## src/rtl/etapa7_if.sv

```systemverilog
// Bus between the quotient sign-correction stage, the final divider stage and
// the result consumer. The slave modport is the view that etapa7 itself uses.
interface etapa7_if #(
  parameter int AnchoDv  = 15,
  parameter int AnchoDd  = 31,
  parameter int AnchoQ   = 15,
  parameter int AnchoPtr = 2
);
  logic              goIn;
  logic [AnchoDv:0]  divisorIn;
  logic [AnchoDd:0]  dividendIn;
  logic [AnchoQ:0]   quotientIn;
  logic              negDivisorIn;
  logic              negDividendIn;
  logic              DivisorNoCeroIn;
  logic              readyIn;
  logic              clrOverflow;
  logic              validOut;
  logic [AnchoQ:0]   quotientOut;
  logic [AnchoQ:0]   remainderOut;
  logic              divCeroOut;
  logic              overflowOut;
  logic [AnchoPtr:0] countOut;

  modport master (
    output goIn, divisorIn, dividendIn, quotientIn, negDivisorIn, negDividendIn,
           DivisorNoCeroIn, readyIn, clrOverflow,
    input  validOut, quotientOut, remainderOut, divCeroOut, overflowOut, countOut
  );

  modport slave (
    input  goIn, divisorIn, dividendIn, quotientIn, negDivisorIn, negDividendIn,
           DivisorNoCeroIn, readyIn, clrOverflow,
    output validOut, quotientOut, remainderOut, divCeroOut, overflowOut, countOut
  );
endinterface

```

## src/rtl/etapa7.sv

```systemverilog
// Final divider stage: extracts and sign-corrects the remainder, flags a zero
// divisor and buffers finished results in a small FIFO, since the pipeline cannot stall.
module etapa7 #(
  parameter int AnchoDv  = 15,
  parameter int AnchoDd  = 31,
  parameter int AnchoQ   = 15,
  parameter int SupDvMn  = 16,
  parameter int Prof     = 4,
  parameter int AnchoPtr = 2
) (
  input logic   clk,
  input logic   reset,
  etapa7_if.slave bus
);
  // Handshake: a head entry moves to the consumer at a rising edge where
  // validOut and readyIn are both high; validOut never depends on readyIn.
  localparam logic [AnchoPtr:0] ProfCnt = (AnchoPtr + 1)'(Prof);

  logic [AnchoQ:0]   qMem [Prof];
  logic [AnchoQ:0]   rMem [Prof];
  logic [Prof-1:0]   dcMem;
  logic [AnchoPtr-1:0] wrPtr;
  logic [AnchoPtr-1:0] rdPtr;
  logic [AnchoPtr:0] count;
  logic              overflow;

  logic [AnchoQ:0] remMag;
  logic [AnchoQ:0] remSigned;
  logic [AnchoQ:0] entryQ;
  logic [AnchoQ:0] entryR;
  logic            entryDc;
  logic            full;
  logic            push;
  logic            pop;
  logic            doWrite;
  logic            drop;

  // The divisor, its sign and the low dividend field carry no information here.
  logic unusedBits;
  assign unusedBits = &{1'b0, bus.divisorIn, bus.negDivisorIn, bus.dividendIn[SupDvMn-1:0]};

  assign remMag    = (AnchoQ + 1)'(bus.dividendIn[AnchoDd:SupDvMn]);
  assign remSigned = bus.negDividendIn ? (~remMag + 1'b1) : remMag;

  always_comb begin
    entryQ  = bus.quotientIn;
    entryR  = remSigned;
    entryDc = 1'b0;
    if (!bus.DivisorNoCeroIn) begin
      entryQ  = '1;
      entryR  = '0;
      entryDc = 1'b1;
    end
  end

  assign full    = (count == ProfCnt);
  assign push    = bus.goIn;
  assign pop     = bus.validOut & bus.readyIn;
  // When full, a simultaneous pop frees the very slot the write lands in.
  assign doWrite = push & (~full | pop);
  assign drop    = push & full & ~pop;

  always_ff @(posedge clk or posedge reset) begin
    if (reset) begin
      wrPtr    <= '0;
      rdPtr    <= '0;
      count    <= '0;
      overflow <= 1'b0;
      dcMem    <= '0;
      for (int i = 0; i < Prof; i++) begin
        qMem[i] <= '0;
        rMem[i] <= '0;
      end
    end else begin
      if (doWrite) begin
        qMem[wrPtr]  <= entryQ;
        rMem[wrPtr]  <= entryR;
        dcMem[wrPtr] <= entryDc;
        wrPtr        <= wrPtr + 1'b1;
      end
      if (pop) begin
        rdPtr <= rdPtr + 1'b1;
      end
      if (doWrite && !pop) begin
        count <= count + 1'b1;
      end else if (!doWrite && pop) begin
        count <= count - 1'b1;
      end
      if (drop) begin
        overflow <= 1'b1;
      end else if (bus.clrOverflow) begin
        overflow <= 1'b0;
      end
    end
  end

  assign bus.validOut     = (count != '0);
  assign bus.quotientOut  = qMem[rdPtr];
  assign bus.remainderOut = rMem[rdPtr];
  assign bus.divCeroOut   = dcMem[rdPtr];
  assign bus.overflowOut  = overflow;
  assign bus.countOut     = count;
endmodule

```

## src/flat_wrapper.sv

```systemverilog
// flat-port wrapper written by rule: the top's interface ports become plain ports
module etapa7_flat 
#(
  parameter int AnchoDv  = 15,
  parameter int AnchoDd  = 31,
  parameter int AnchoQ   = 15,
  parameter int SupDvMn  = 16,
  parameter int Prof     = 4,
  parameter int AnchoPtr = 2
)
  (clk, reset, bus_goIn, bus_divisorIn, bus_dividendIn, bus_quotientIn, bus_negDivisorIn, bus_negDividendIn, bus_DivisorNoCeroIn, bus_readyIn, bus_clrOverflow, bus_validOut, bus_quotientOut, bus_remainderOut, bus_divCeroOut, bus_overflowOut, bus_countOut);
  etapa7_if #(.AnchoDv(AnchoDv), .AnchoDd(AnchoDd), .AnchoQ(AnchoQ), .AnchoPtr(AnchoPtr)) bus_i ();
  input logic clk;
  input logic reset;
  input wire logic [$bits(bus_i.goIn)-1:0] bus_goIn;
  input wire logic [$bits(bus_i.divisorIn)-1:0] bus_divisorIn;
  input wire logic [$bits(bus_i.dividendIn)-1:0] bus_dividendIn;
  input wire logic [$bits(bus_i.quotientIn)-1:0] bus_quotientIn;
  input wire logic [$bits(bus_i.negDivisorIn)-1:0] bus_negDivisorIn;
  input wire logic [$bits(bus_i.negDividendIn)-1:0] bus_negDividendIn;
  input wire logic [$bits(bus_i.DivisorNoCeroIn)-1:0] bus_DivisorNoCeroIn;
  input wire logic [$bits(bus_i.readyIn)-1:0] bus_readyIn;
  input wire logic [$bits(bus_i.clrOverflow)-1:0] bus_clrOverflow;
  output wire logic [$bits(bus_i.validOut)-1:0] bus_validOut;
  output wire logic [$bits(bus_i.quotientOut)-1:0] bus_quotientOut;
  output wire logic [$bits(bus_i.remainderOut)-1:0] bus_remainderOut;
  output wire logic [$bits(bus_i.divCeroOut)-1:0] bus_divCeroOut;
  output wire logic [$bits(bus_i.overflowOut)-1:0] bus_overflowOut;
  output wire logic [$bits(bus_i.countOut)-1:0] bus_countOut;
  assign bus_i.goIn = bus_goIn;
  assign bus_i.divisorIn = bus_divisorIn;
  assign bus_i.dividendIn = bus_dividendIn;
  assign bus_i.quotientIn = bus_quotientIn;
  assign bus_i.negDivisorIn = bus_negDivisorIn;
  assign bus_i.negDividendIn = bus_negDividendIn;
  assign bus_i.DivisorNoCeroIn = bus_DivisorNoCeroIn;
  assign bus_i.readyIn = bus_readyIn;
  assign bus_i.clrOverflow = bus_clrOverflow;
  assign bus_validOut = bus_i.validOut;
  assign bus_quotientOut = bus_i.quotientOut;
  assign bus_remainderOut = bus_i.remainderOut;
  assign bus_divCeroOut = bus_i.divCeroOut;
  assign bus_overflowOut = bus_i.overflowOut;
  assign bus_countOut = bus_i.countOut;
  etapa7 #(.AnchoDv(AnchoDv), .AnchoDd(AnchoDd), .AnchoQ(AnchoQ), .SupDvMn(SupDvMn), .Prof(Prof), .AnchoPtr(AnchoPtr)) u_core (.clk(clk), .reset(reset), .bus(bus_i));
endmodule
```

## config.mk

```make
export PLATFORM = sky130hd
export DESIGN_NAME = etapa7_flat
export DESIGN_NICKNAME = d
export VERILOG_FILES = /design/src/rtl/etapa7_if.sv /design/src/rtl/etapa7.sv /design/src/flat_wrapper.sv
export SDC_FILE = /design/constraint.sdc
export NUM_CORES = 1
export LEC_CHECK = 0
export ABC_AREA = 1
export BUFFER_PORTS_ARGS = -buffer_cell sky130_fd_sc_hd__clkbuf_2
export CAP_MARGIN = 20
export CORE_UTILIZATION = 52
export CTS_BUF_LIST = sky130_fd_sc_hd__clkbuf_4 sky130_fd_sc_hd__clkbuf_8 sky130_fd_sc_hd__clkbuf_16
export DETAILED_ROUTE_END_ITERATION = 8
export PLACE_DENSITY_LB_ADDON = 0.15
export SYNTH_ARGS = -nofsm -noshare
export SYNTH_HDL_FRONTEND = slang
export SYNTH_SLANG_ARGS = --single-unit
```

## constraint.sdc

```tcl
create_clock -name clk -period 3.8 [get_ports clk]
set_input_delay 0 -clock clk [delete_from_list [all_inputs] [get_ports clk]]
set_output_delay 0 -clock clk [all_outputs]
set_load 0.02 [all_outputs]
```

==> metrics.md <==
| Metric | Value |
|---|---|
| Setup WS pre-CTS | `1.715 ns` |
| Worst Path Max Fanout | `43` |
| Min cycle time layout | `between 2 and 2.5 ns` |
| Gpl congestion | `roughly 0.80` |
| DR vias | `6180` |
| Crit Path Class | `reg2out` |
| Initial antenna violation count | `1` |
| Max Fclk | `415.6 MHz` |
| Hold path cells | `4` |
| Relative slew slack | `0.4610` |
| Max clock buf depth | `2` |
| Register-to-register setup slack | `between 1.5 and 2 ns` |
| I/O pin cnt | `110` |
| Flops & latches, synth | `140` |
| First-pass GRT wire length | `~30000 um` |
| CTS clk-pin slew, worst paths | `~0.060 ns` |
| CP cell instances | `inv_2 -> buf_4 -> o21ai_0 -> o22ai_1 -> clkbuf_2` |
| PwrDens | `just over 900 mW/mm2` |
| Inst Count DP | `1100` |
| Comb power frac | `0.432` |
| Area delta synth->final | `17.00%` |
| CTS root buf | `clkbuf_16` |
| Number of max-cap violations | `0` |
| Die X-Extent | `118.5 um` |
| HP Class | `in2reg` |
| Net Switching | `roughly 0.0032 W` |
| Clk sinks | `140` |
| Worst-Skew Late Latency | `approximately 0.42 ns` |
| Max Slew Vio Count | `0` |
| Post-CTS Setup Inserts | `0` |
| CP max-delay cell | `inv_2` |
| Clock share of power | `0.231` |
| Final HPWL from detailed placement | `roughly 10000 um` |
| Worst hold start | `bus_dividendIn[24]` |
| Largest stage delay, worst path | `between 0.5 and 0.6 ns` |
| H-tree Lvls | `4` |
| VDD IR max | `about 670 uV` |
| Slew @ Worst Pin | `0.8074 ns` |
| Final worst-path cycle share | `0.6332` |
| Final worst setup slack | `approximately 1.4 ns` |
| Syn. warnings | `0` |
| Gr usage total | `0.2725` |
| Pin count of the biggest net entering global routing | `between 80 and 90` |
| Mapped Area | `roughly 0.0071 mm2` |
| Final setup viols | `0` |
| Element type at the critical path end | `output port` |
| Int Pwr | `0.004420 W` |
| Vias per inst | `between 5 and 6` |
| Final std cells w/o fill | `about 1200` |
| Switching power share of the total | `0.4218` |
| Vias in the first global route | `around 6000` |
| Remaining antenna violation count | `0` |
| Routed len/inst | `roughly 16 um` |
| Reg-to-Reg End | `u_core.bus.countOut[1]$_DFFE_PP0P_` |
| Total Neg Setup Slack | `0 ns` |
| Sequential share of power | `0.337` |
| Fraction of layout cells with a size suffix above 1 | `0.1571` |
| Grt total ovfl | `0` |
| R2r worst-path depth | `8` |
| CTS tree | `built` |
| Die area | `0.01403 mm2` |
| Syn_nets | `972` |
| Setup Skew | `roughly 0.008 ns` |
| Final nets | `about 1000` |
| Drt drc | `0` |
| Startpoint types | `flop` |
| DRT Pass-1 Iters | `5` |
| Starting density of the core | `0.5325` |
| Post_cts resized | `0` |
| Worst R2R Start | `u_core.bus.countOut[0]$_DFFE_PP0P_` |
| Distinct cells, synth | `29` |
| Hold endpoint | `u_core.rMem[56]$_DFFE_PP0P_` |
| Syn Inst Count | `roughly 900` |
| Routed WL | `~18000 um` |
| Seq/Total Area, Yosys | `0.4968` |
| Critical Path RT | `around 3.8 ns` |
| Core area | `between 0.01 and 0.015 mm2` |
| Status | `completed` |
| WP data arrival | `2.41 ns` |
| Die Y | `~120 um` |
| Diodes inserted | `0` |
| Fin. Hold Viols | `0` |
| Hold_buf cts | `23` |
| Leakage | `4.263 nW` |
| RSZ-0062 raised after global routing | `false` |
| # rows | `42` |
| 1st-iter DRT viols | `547` |
| Number of port buffers | `between 70 and 80` |
| Num CTS Buffers | `17` |
| Mapped Avg Cell Area | `between 7 and 8 um2` |
[worst max-delay path by stage]
stage	start	to	slack, ns	cells after the start
floorplan	reset	u_core.bus.countOut[0]$_DFFE_PP0P_	0.05	1
global placement	u_core.bus.countOut[0]$_DFFE_PP0P_	u_core.bus.countOut[1]$_DFFE_PP0P_	1.74	8
detailed placement	u_core.bus.countOut[0]$_DFFE_PP0P_	u_core.bus.countOut[1]$_DFFE_PP0P_	1.72	8
CTS	u_core.rdPtr[0]$_DFFE_PP0P_	bus_quotientOut[11]	1.37	5
global route	u_core.rdPtr[0]$_DFFE_PP0P_	bus_quotientOut[11]	1.25	5
finish	u_core.rdPtr[0]$_DFFE_PP0P_	bus_remainderOut[14]	1.39	5
[cells in the mapped netlist]
cell type,instances,area share
nand2_1,353,0.19
dfrtp_1,140,0.50
nor2_1,86,0.046
o21ai_0,77,0.055
inv_1,33,0.018
o22ai_1,33,0.029
nand4_1,25,0.022
o21ai_1,24,0.017
nand3_1,18,0.013
clkbuf_1,16,0.0085
or2_2,16,0.014
buf_2,14,0.0099
buf_6,14,0.022
buf_4,7,0.0075
ha_1,6,0.011
a21oi_1,5,0.0035
o21ai_2,5,0.0062
nor2_8,4,0.011
inv_4,3,0.0027
nor2_2,3,0.0027
xor2_1,3,0.0037
fa_1,1,0.0028
inv_2,1,0.00053
inv_6,1,0.0012
mux2_2,1,0.0016
nand2_4,1,0.0016
nand2_8,1,0.0028
or2_1,1,0.00089
xnor2_1,1,0.0012
[critical path, delay by kind of cell, from the launching register on]
kind	cells	cell delay, ns
flops	1	0.40
buf+inv	3	1.23
compound gates	2	0.34
[routing by layer]
metal / GRT usage / vias up / wire length [um]
met4: 0.07832 / 0 / 201
met1: 0.3466 / 2942 / 8089
met2: 0.4706 / 185 / 8966
met3: 0.05502 / 21 / 890
li1: - / 3032 / -
met5: 0 / - / 0
[final cells by class]
type	instances	area (um2)
tap	176	220.2
multi-input combinational	664	3053
fill	1186	4992
inverter	38	160.2
timing repair buffer	106	683.2
clock buffer	20	460.4
sequential	140	3505
clock inverter	12	168.9
[power groups by stage]
stage          Sequential [W]  Clock [W]  Combinational, W
2_1_floorplan         0.00253          0           0.00243
3_3_place_gp          0.00255          0           0.00317
3_5_place_dp          0.00257          0           0.00322
4_1_cts               0.00256    0.00178           0.00327
5_1_grt               0.00265    0.00185           0.00367
6_report              0.00258    0.00177           0.00330
[cell families (layout without fill, tap and decap cells)]
family / count (synthesis) / after routing / synth area share
AND/OR/NAND/NOR: 508 / 508 / 0.3022
AO/OA/AOI/OAI: 144 / 144 / 0.1107
flip-flops: 140 / 140 / 0.4968
buffers and inverters: 89 / 176 / 0.07026
adder cells (fa/ha/maj): 7 / 7 / 0.01348
XOR/XNOR: 4 / 4 / 0.004969
multiplexers: 1 / 1 / 0.001597
[state kept, by name (all words and copies together), names as in the netlist]
register and cells:
u_core.wrPtr 2, u_core.rdPtr 2, u_core.bus.overflowOut 1, u_core.bus.countOut 3, u_core.dcMem 4, u_core.rMem 64, u_core.qMem 64
[cell usage in the layout, fill, tap and decap left out, types with 2 or more instances in the layout]
| cell type | count |
|---|---|
| a21oi_1 | 5 |
| nor2_2 | 3 |
| inv_1 | 31 |
| o21ai_2 | 5 |
| inv_6 | 2 |
| clkbuf_16 | 17 |
| inv_2 | 2 |
| or2_2 | 16 |
| ha_1 | 6 |
| dfrtp_1 | 139 |
| o21ai_0 | 77 |
| nand2_1 | 353 |
| o22ai_1 | 33 |
| nor2_1 | 86 |
| clkinvlp_4 | 2 |
| inv_4 | 3 |
| dlygate4sd3_1 | 23 |
| o21ai_1 | 24 |
| clkbuf_8 | 2 |
| clkbuf_2 | 76 |
| bufinv_16 | 4 |
| nand4_1 | 25 |
| clkinv_2 | 5 |
| nor2_8 | 4 |
| xor2_1 | 3 |
| nand3_1 | 18 |
| buf_4 | 6 |
[metrics by stage]
step / hold slack [ns] / cell area, um2 / total power (W) / utilization
after floorplan: 0.1073 / 7052 / 0.004952 / -
after global placement: 0.1745 / 7363 / 0.005724 / 0.5560
after detailed placement: 0.1779 / 7363 / 0.005797 / 0.5560
after CTS: 0.004094 / 8223 / 0.007610 / 0.6209
after global routing: 0.02742 / 8250 / 0.008170 / 0.6230
final: 0.01520 / 8250 / 0.007644 / 0.6230
No activity file was read; power rests on OpenSTA's default activity.
